**src/rtl/debounce_sync_pkg.sv**
```systemverilog
// Shared state codes and helpers for the debounce_sync block.
// The bench imports this package so both sides agree on the state encoding.
package debounce_sync_pkg;

   typedef enum logic [1:0] {
      S_LOW      = 2'd0,
      S_CHK_HIGH = 2'd1,
      S_HIGH     = 2'd2,
      S_CHK_LOW  = 2'd3
   } state_e;

   function automatic logic is_chk(input state_e s);
      return (s == S_CHK_HIGH) || (s == S_CHK_LOW);
   endfunction

endpackage

```
**src/rtl/debounce_sync_sync2.sv**
```systemverilog
// Two-flop synchroniser for a single asynchronous level.
// Reusable on its own; both flops reset to RESET_VAL.
module sync2 #(
   parameter logic RESET_VAL = 1'b0
) (
   input  logic clk,
   input  logic reset,
   input  logic d,
   output logic q
);

   logic s0_q;
   logic s1_q;

   always_ff @(posedge clk or posedge reset) begin
      if (reset) begin
         s0_q <= RESET_VAL;
         s1_q <= RESET_VAL;
      end else begin
         s0_q <= d;
         s1_q <= s0_q;
      end
   end

   assign q = s1_q;

endmodule

```
**src/rtl/debounce_sync.sv**
```systemverilog
// Synchronise and debounce a noisy level; q flips only after STABLE_CYCLES
// consecutive synchronised samples that differ from it, with one-cycle rise/fall pulses.
module debounce_sync
   import debounce_sync_pkg::*;
#(
   parameter int   CNT_W         = 4,
   parameter int   STABLE_CYCLES = 8,
   parameter logic RESET_VAL     = 1'b0
) (
   input  logic       clk,
   input  logic       reset,
   input  logic       din,
   output logic       q,
   output logic       rise,
   output logic       fall,
   output logic       settling,
   output logic [1:0] dbg_state
);

   localparam logic [CNT_W-1:0] CNT_ONE  = CNT_W'(1);
   localparam logic [CNT_W-1:0] CNT_LAST = CNT_W'(STABLE_CYCLES - 1);
   localparam state_e           RST_STATE = RESET_VAL ? S_HIGH : S_LOW;

   logic             sync1;
   state_e           state_q, state_d;
   logic [CNT_W-1:0] cnt_q, cnt_d;
   logic             q_q, q_d;
   logic             rise_q, rise_d;
   logic             fall_q, fall_d;
   logic             settling_q, settling_d;

   sync2 #(.RESET_VAL(RESET_VAL)) u_sync2 (
      .clk   (clk),
      .reset (reset),
      .d     (din),
      .q     (sync1)
   );

   always_comb begin
      state_d = state_q;
      cnt_d   = cnt_q;
      q_d     = q_q;
      rise_d  = 1'b0;
      fall_d  = 1'b0;
      case (state_q)
         S_LOW: begin
            if (sync1) begin
               state_d = S_CHK_HIGH;
               cnt_d   = CNT_ONE;
            end else begin
               cnt_d = '0;
            end
         end
         S_CHK_HIGH: begin
            // A single sample back at q throws away the candidate change.
            if (!sync1) begin
               state_d = S_LOW;
               cnt_d   = '0;
            end else if (cnt_q == CNT_LAST) begin
               state_d = S_HIGH;
               q_d     = 1'b1;
               rise_d  = 1'b1;
               cnt_d   = '0;
            end else begin
               cnt_d = cnt_q + CNT_ONE;
            end
         end
         S_HIGH: begin
            if (!sync1) begin
               state_d = S_CHK_LOW;
               cnt_d   = CNT_ONE;
            end else begin
               cnt_d = '0;
            end
         end
         S_CHK_LOW: begin
            if (sync1) begin
               state_d = S_HIGH;
               cnt_d   = '0;
            end else if (cnt_q == CNT_LAST) begin
               state_d = S_LOW;
               q_d     = 1'b0;
               fall_d  = 1'b1;
               cnt_d   = '0;
            end else begin
               cnt_d = cnt_q + CNT_ONE;
            end
         end
         default: begin
            state_d = q_q ? S_HIGH : S_LOW;
            cnt_d   = '0;
         end
      endcase
      settling_d = is_chk(state_d);
   end

   always_ff @(posedge clk or posedge reset) begin
      if (reset) begin
         state_q    <= RST_STATE;
         cnt_q      <= '0;
         q_q        <= RESET_VAL;
         rise_q     <= 1'b0;
         fall_q     <= 1'b0;
         settling_q <= 1'b0;
      end else begin
         state_q    <= state_d;
         cnt_q      <= cnt_d;
         q_q        <= q_d;
         rise_q     <= rise_d;
         fall_q     <= fall_d;
         settling_q <= settling_d;
      end
   end

   assign q         = q_q;
   assign rise      = rise_q;
   assign fall      = fall_q;
   assign settling  = settling_q;
   assign dbg_state = state_q;

endmodule
```
**config.mk**
```make
export PLATFORM = sky130hd
export DESIGN_NAME = debounce_sync
export DESIGN_NICKNAME = d
export VERILOG_FILES = /design/src/rtl/debounce_sync_pkg.sv /design/src/rtl/debounce_sync_sync2.sv /design/src/rtl/debounce_sync.sv
export SDC_FILE = /design/constraint.sdc
export NUM_CORES = 1
export LEC_CHECK = 0
export ABC_AREA = 1
export BUFFER_PORTS_ARGS = -buffer_cell sky130_fd_sc_hd__buf_2
export CORE_AREA = 10 10 47 49
export CTS_CLUSTER_DIAMETER = 40
export DETAILED_ROUTE_END_ITERATION = 12
export DIE_AREA = 0 0 57 59
export GPL_TIMING_DRIVEN = 0
export HOLD_SLACK_MARGIN = 0.06
export PLACE_DENSITY = 0.69
export SYNTH_ARGS = -nofsm -noshare
export SYNTH_HDL_FRONTEND = slang
export SYNTH_HIERARCHICAL = 1
export SYNTH_SLANG_ARGS = --single-unit
```
**constraint.sdc**
```tcl
create_clock -name clk -period 1.8 [get_ports clk]
set_input_delay 0.09 -clock clk [delete_from_list [all_inputs] [get_ports clk]]
set_output_delay 0.09 -clock clk [all_outputs]
set_load 0.03 [all_outputs]
```
; ---- Word level (Yosys, flattened, before mapping)
; Cells that the tools add are included.
[word_totals]
register_bits = 12
[classes]
add_sub_neg = 1
eq_ne = 10
reduce_logical = 4
mux = 23
[op_table]
columns = operator, n
row1 = $pmux 4 s4, 1
row2 = $mux 2, 6
row3 = $mux 4, 3
row4 = $mux 1, 11
row5 = $pmux 2 s4, 1
row6 = $eq 2x2->1 const B, 3
row7 = $ne 2x2->1 const B, 3
row8 = $reduce_and 5->1, 1
row9 = $add 4x1->4 const B, 1
row10 = $eq 2x1->1 const B, 2
row11 = $eq 4x3->1 const B, 1
row12 = $logic_not 2->1, 1
row13 = $ne 2x1->1 const B, 1
row14 = $pmux 1 s2, 1
row15 = $reduce_bool 2->1, 1
row16 = $logic_or 1x1->1, 1

; ---- Depth between registers and ports, before layout
[depth]
word_depth = 6
mapped_depth = 7
mapped_depth_nobuf = 7

; ---- Hierarchy
; The synthesis kept the hierarchy.
[modules_own_cells]
columns = module, cells_per_inst, instances, area_per_inst_um2
row1 = debounce_sync, 46, 1, 442.9
row2 = sync2, 3, 1, 53.8

; ---- Least setup slack after synthesis
; No wires, ideal clock.
[synth_timing]
path_type = flip-flop to flip-flop
startpoint = register state_q[0], in the netlist dbg_state[0]
endpoint = register cnt_q[3]
period_less_slack_ns = 1.153
required_ns = 1.685
path_slack_ns = 0.647
stages_incl_launch_ff = 6
t_arrival_ns = 1.038
n_path_buf = 1
cell_sequence = dfrtp_1 -> buf_4 -> o21ai_0 -> nor2_1 -> nor2_1 -> nor2_1
[synth_between]
elab_chain_cells = 2
word_cells_on_any_way = 5
cone_classes = eq/ne: 3 / mux: 1 / reduce/logical: 1
[synth_lines]
columns = item, line_no
row1 = from (decl), debounce_sync.sv:25  ; state_e state_q, state_d;
row2 = from (signal assigned), debounce_sync.sv:106  ; state_q <= state_d;
row3 = $eq 2x2->1 (tied with other cells), debounce_sync.sv:45  ; case (state_q)
row4 = $pmux 4 s4 *, debounce_sync.sv:45
row5 = via cnt_d[3], debounce_sync.sv:26  ; logic [CNT_W-1:0] cnt_q, cnt_d;
row6 = to (signal assigned), debounce_sync.sv:107  ; cnt_q <= cnt_d;
row7 = to (decl), debounce_sync.sv:26
; The timed path passes the listed nets; every way through them passes the cells marked *.
; A chain may end at the register's enable or synchronous reset.

; ---- Worst setup path in the final report
[layout_timing]
startpoint = register cnt_q[0]
endpoint = register cnt_q[3]
[layout_between]
elab_chain_cells = 4
word_cells_on_any_way = 6
cone_classes = add/sub: 1 / eq/ne: 1 / mux: 4
[layout_lines]
columns = item, line_no
row1 = $add 4x1->4 / $eq 4x3->1 (equally long branches), n/a
row2 = $mux 4 *, "debounce_sync.sv:59, debounce_sync.sv:80"
row3 = "$mux 4, on equally long branches", "debounce_sync.sv:77, debounce_sync.sv:56"
row4 = $pmux 4 s4 *, debounce_sync.sv:45
row5 = via cnt_d[3], debounce_sync.sv:26
; Marked as above.

==> results.txt <==
The signed area change from the synthesized netlist to the final layout came out at 23.4%. The average footprint of a synthesized cell is 10.1 um2. The post-synth design cell area came out at 497 um2. The synthesized netlist cell count came out at 49.

The count of TritonRoute iterations in the first routing pass came out at 4. The port buffer count is 8. The initial antenna violation count is 0. Across every metal layer, demand over resource in global routing totals 5.24%. By area the synthesized netlist is led by sky130_fd_sc_hd__dfrtp_1 (60%), sky130_fd_sc_hd__inv_1 (5.3%), sky130_fd_sc_hd__nand2_1 (5.3%).

The detailed placement HPWL came out at 624 um. The total chip power came out at 0.000531 W. The effective utilization at floorplan is 35.4%. The max-cap violation count came out at 0. The number of max-slew violations in the final report is 0. The analysis attributes to cell leakage a power of 0.330 nW. The count of nets left with antenna violations after detail routing is 0. No sink is reached through more buffers than the 2 on the longest clock path.

The power per unit of standard cell area is 865 nW/um2. The number of distinct standard cells referenced by the synthesized netlist is 18. The critical-path maximum fanout came out at 4. The sequential share of the synthesized area came out at 60.5%.

The total congestion overflow after global routing came out at 0. The number of global-route vias before repair came out at 373. The peak supply drop is 0.474 mV.

The quantity of gates resized following cts is 0. The net count after synthesis is 53. The final non-filler cell area came out at 613 um2.

The net count of the finished layout is 68. The final hold violation count is 0. For this block, the initial DRC count from the detailed router was 7.

The overall die area is 3360 um2. The wire length reported by the detailed router is 809 um. The worst path arrival time came out at 1.38 ns. The critical setup path kind is reg2reg. The placeable core region came out at 1400 um2. The tree is rooted in a sky130_fd_sc_hd__clkbuf_4. The I/O pin total came out at 9. Clock-pin slew was measured on the worst setup and hold paths at 0.08 ns.

Setup repair after global routing left no endpoint under its margin. The die extent in x is 57 um. The max-slew headroom at the worst pin is 74.9%. The fraction of the cycle the final worst path needs is 65.4%. The run finished with clean final reports. The final-report setup violation count is 0. The number of storage elements in the synthesis netlist came out at 12. Timing would allow up to 849 MHz. The routed length per placed instance came out at 10.2 um. The worst clock skew came out at 0.00267 ns. For the pin with the worst max-slew slack, the measured transition is 0.376 ns. For this run, design rule violations remaining after detail routing come to 0.

The warning count from the yosys run is 6. The first global-routing pass estimated 1440 um of wire. The detailed-route vias per instance is 4.52.

The worst-skew pair later-pin latency came out at 0.27 ns. The element type at the critical path end is a flip-flop. The worst path required time is 2.01 ns. The number of H-tree branching levels is 1. The total CTS buffers came out at 3. In this run the worst hold path is classified as in2async.

In the final layout, the share of cells above drive strength 1 is 28.6%. Summed over all instances, the cell type with the most area after synthesis is sky130_fd_sc_hd__dfrtp_1. The total number of vias is 357.

TritonCTS built the clock tree. For the final routed database, the setup TNS stands at 0 ns. The number of sinks handled by clock tree synthesis is 12. The post-detailed-placement cell area is 557 um2. The post-cts hold buffer count came out at 2. The final weighted congestion of routability-driven global placement is 0.849.

At the placement stage, the worst setup path has a slack of 0.646 ns. The y dimension of the die came out at 59 um. The number of placement rows came out at 14. The number of filler instances in the final layout came out at 147. The pin count of the biggest net entering global routing is 11. The area share of the largest cell type after synthesis is 60.5%. The final critical-path required period came out at 1.18 ns.

The worst setup path is launched from a flip-flop. The post-CTS setup-driven buffer insertion count is 0. The antenna diode count came out at 0. The final setup slack of the worst path is 0.622 ns.
[where the power goes]
group	internal [W]	switching, W
combinational	0.0000124	0.0000240
clock	0.000123	0.0000897
sequential	0.000277	0.00000471
[flip-flops by register name, summed over array words and instances, names as in the netlist]
register / flops
q: 1
dbg_state: 2
cnt_q: 4
u_sync2/s0_q: 1
u_sync2/q: 1
fall: 1
rise: 1
settling: 1
[area by class of cell]
| class | count | area (um2) | area share, % |
|---|---|---|---|
| Timing Repair Buffer | 10 | 60.1 | 9.80 |
| Sequential cell | 12 | 300 | 49.0 |
| Multi-Input combinational cell | 28 | 159 | 25.9 |
| Clock buffer | 4 | 36.3 | 5.92 |
| Inverter | 8 | 30.0 | 4.90 |
| Tap cell | 16 | 20.0 | 3.27 |
| Buffer | 1 | 7.51 | 1.22 |
[path summary, 6_finish.rpt]
check	start	end	slack (ns)	cells after the start
setup / recovery	cnt_q[0]	cnt_q[3]	0.62	6
hold / removal	reset	u_sync2/q	0.23	3
setup reg to reg	cnt_q[0]	cnt_q[3]	0.62	6
hold reg to reg	u_sync2/s0_q	u_sync2/q	0.35	0
max in group asynchronous	reset	fall	1.18	3
min in group clk	u_sync2/s0_q	u_sync2/q	0.35	0
[Yosys cell counts]
master                     count
sky130_fd_sc_hd__o21ai_1       1
sky130_fd_sc_hd__nand3_1       2
sky130_fd_sc_hd__o21ai_0       1
sky130_fd_sc_hd__nor2_4        2
sky130_fd_sc_hd__a21oi_1       3
sky130_fd_sc_hd__nand2_2       1
sky130_fd_sc_hd__inv_2         1
sky130_fd_sc_hd__nand2_4       1
sky130_fd_sc_hd__buf_4         1
sky130_fd_sc_hd__inv_1         7
sky130_fd_sc_hd__o21a_1        1
sky130_fd_sc_hd__nand2_1       7
sky130_fd_sc_hd__ha_1          1
sky130_fd_sc_hd__nor2_1        5
sky130_fd_sc_hd__nand4_1       1
sky130_fd_sc_hd__nand3b_1      1
sky130_fd_sc_hd__dfrtp_1      12
sky130_fd_sc_hd__nor3_1        1
[layout by cell type, fill, tap and decap left out, types with 2 or more instances in the layout]
cell type,netlist,routed
sky130_fd_sc_hd__a21oi_1,3,3
sky130_fd_sc_hd__nor2_4,2,2
sky130_fd_sc_hd__clkbuf_4,0,3
sky130_fd_sc_hd__dlygate4sd3_1,0,2
sky130_fd_sc_hd__dfrtp_1,12,12
sky130_fd_sc_hd__nor2_1,5,5
sky130_fd_sc_hd__inv_1,7,7
sky130_fd_sc_hd__nand2_1,7,7
sky130_fd_sc_hd__buf_2,0,8
sky130_fd_sc_hd__nand3_1,2,2
[per-stage QoR]
stage / hold slack (ns) / instances / utilization (%)
2_1_floorplan: -0.169 / 49 / -
3_3_place_gp: -0.0517 / 73 / 39.7
3_5_place_dp: -0.0458 / 73 / 39.7
4_1_cts: 0.229 / 79 / 43.8
5_1_grt: 0.241 / 79 / 43.8
6_report: 0.226 / 79 / 43.8
[cell families after synthesis]
kind of cell	count (synthesis)	synth area share [%]
and+or+nand+nor	21	22.9
buffers and inverters	9	7.56
adders and majority gates	1	2.52
DFF	12	60.5
AOI/OAI and AO/OA	6	6.55
[routing by layer]
| layer | vias up | wire [um] | part of all wire, % | track usage, % |
|---|---|---|---|---|
| met5 | - | 0 | 0 | 0 |
| met2 | 12 | 333 | 41 | 8.22 |
| met3 | 3 | 91 | 11 | 3.00 |
| li1 | 180 | - | - | - |
| met4 | 0 | 12 | 1.5 | 3.02 |
| met1 | 162 | 370 | 46 | 5.39 |
[worst max-delay path, stage by stage (launching register included)]
cell                      delay (ns)
sky130_fd_sc_hd__dfrtp_1        0.42
sky130_fd_sc_hd__ha_1           0.23
sky130_fd_sc_hd__nand2_2        0.10
sky130_fd_sc_hd__o21ai_0        0.12
sky130_fd_sc_hd__nor2_1         0.11
sky130_fd_sc_hd__nor2_1         0.04
sky130_fd_sc_hd__nor2_1         0.08
Power figures use the tool's default switching activity.
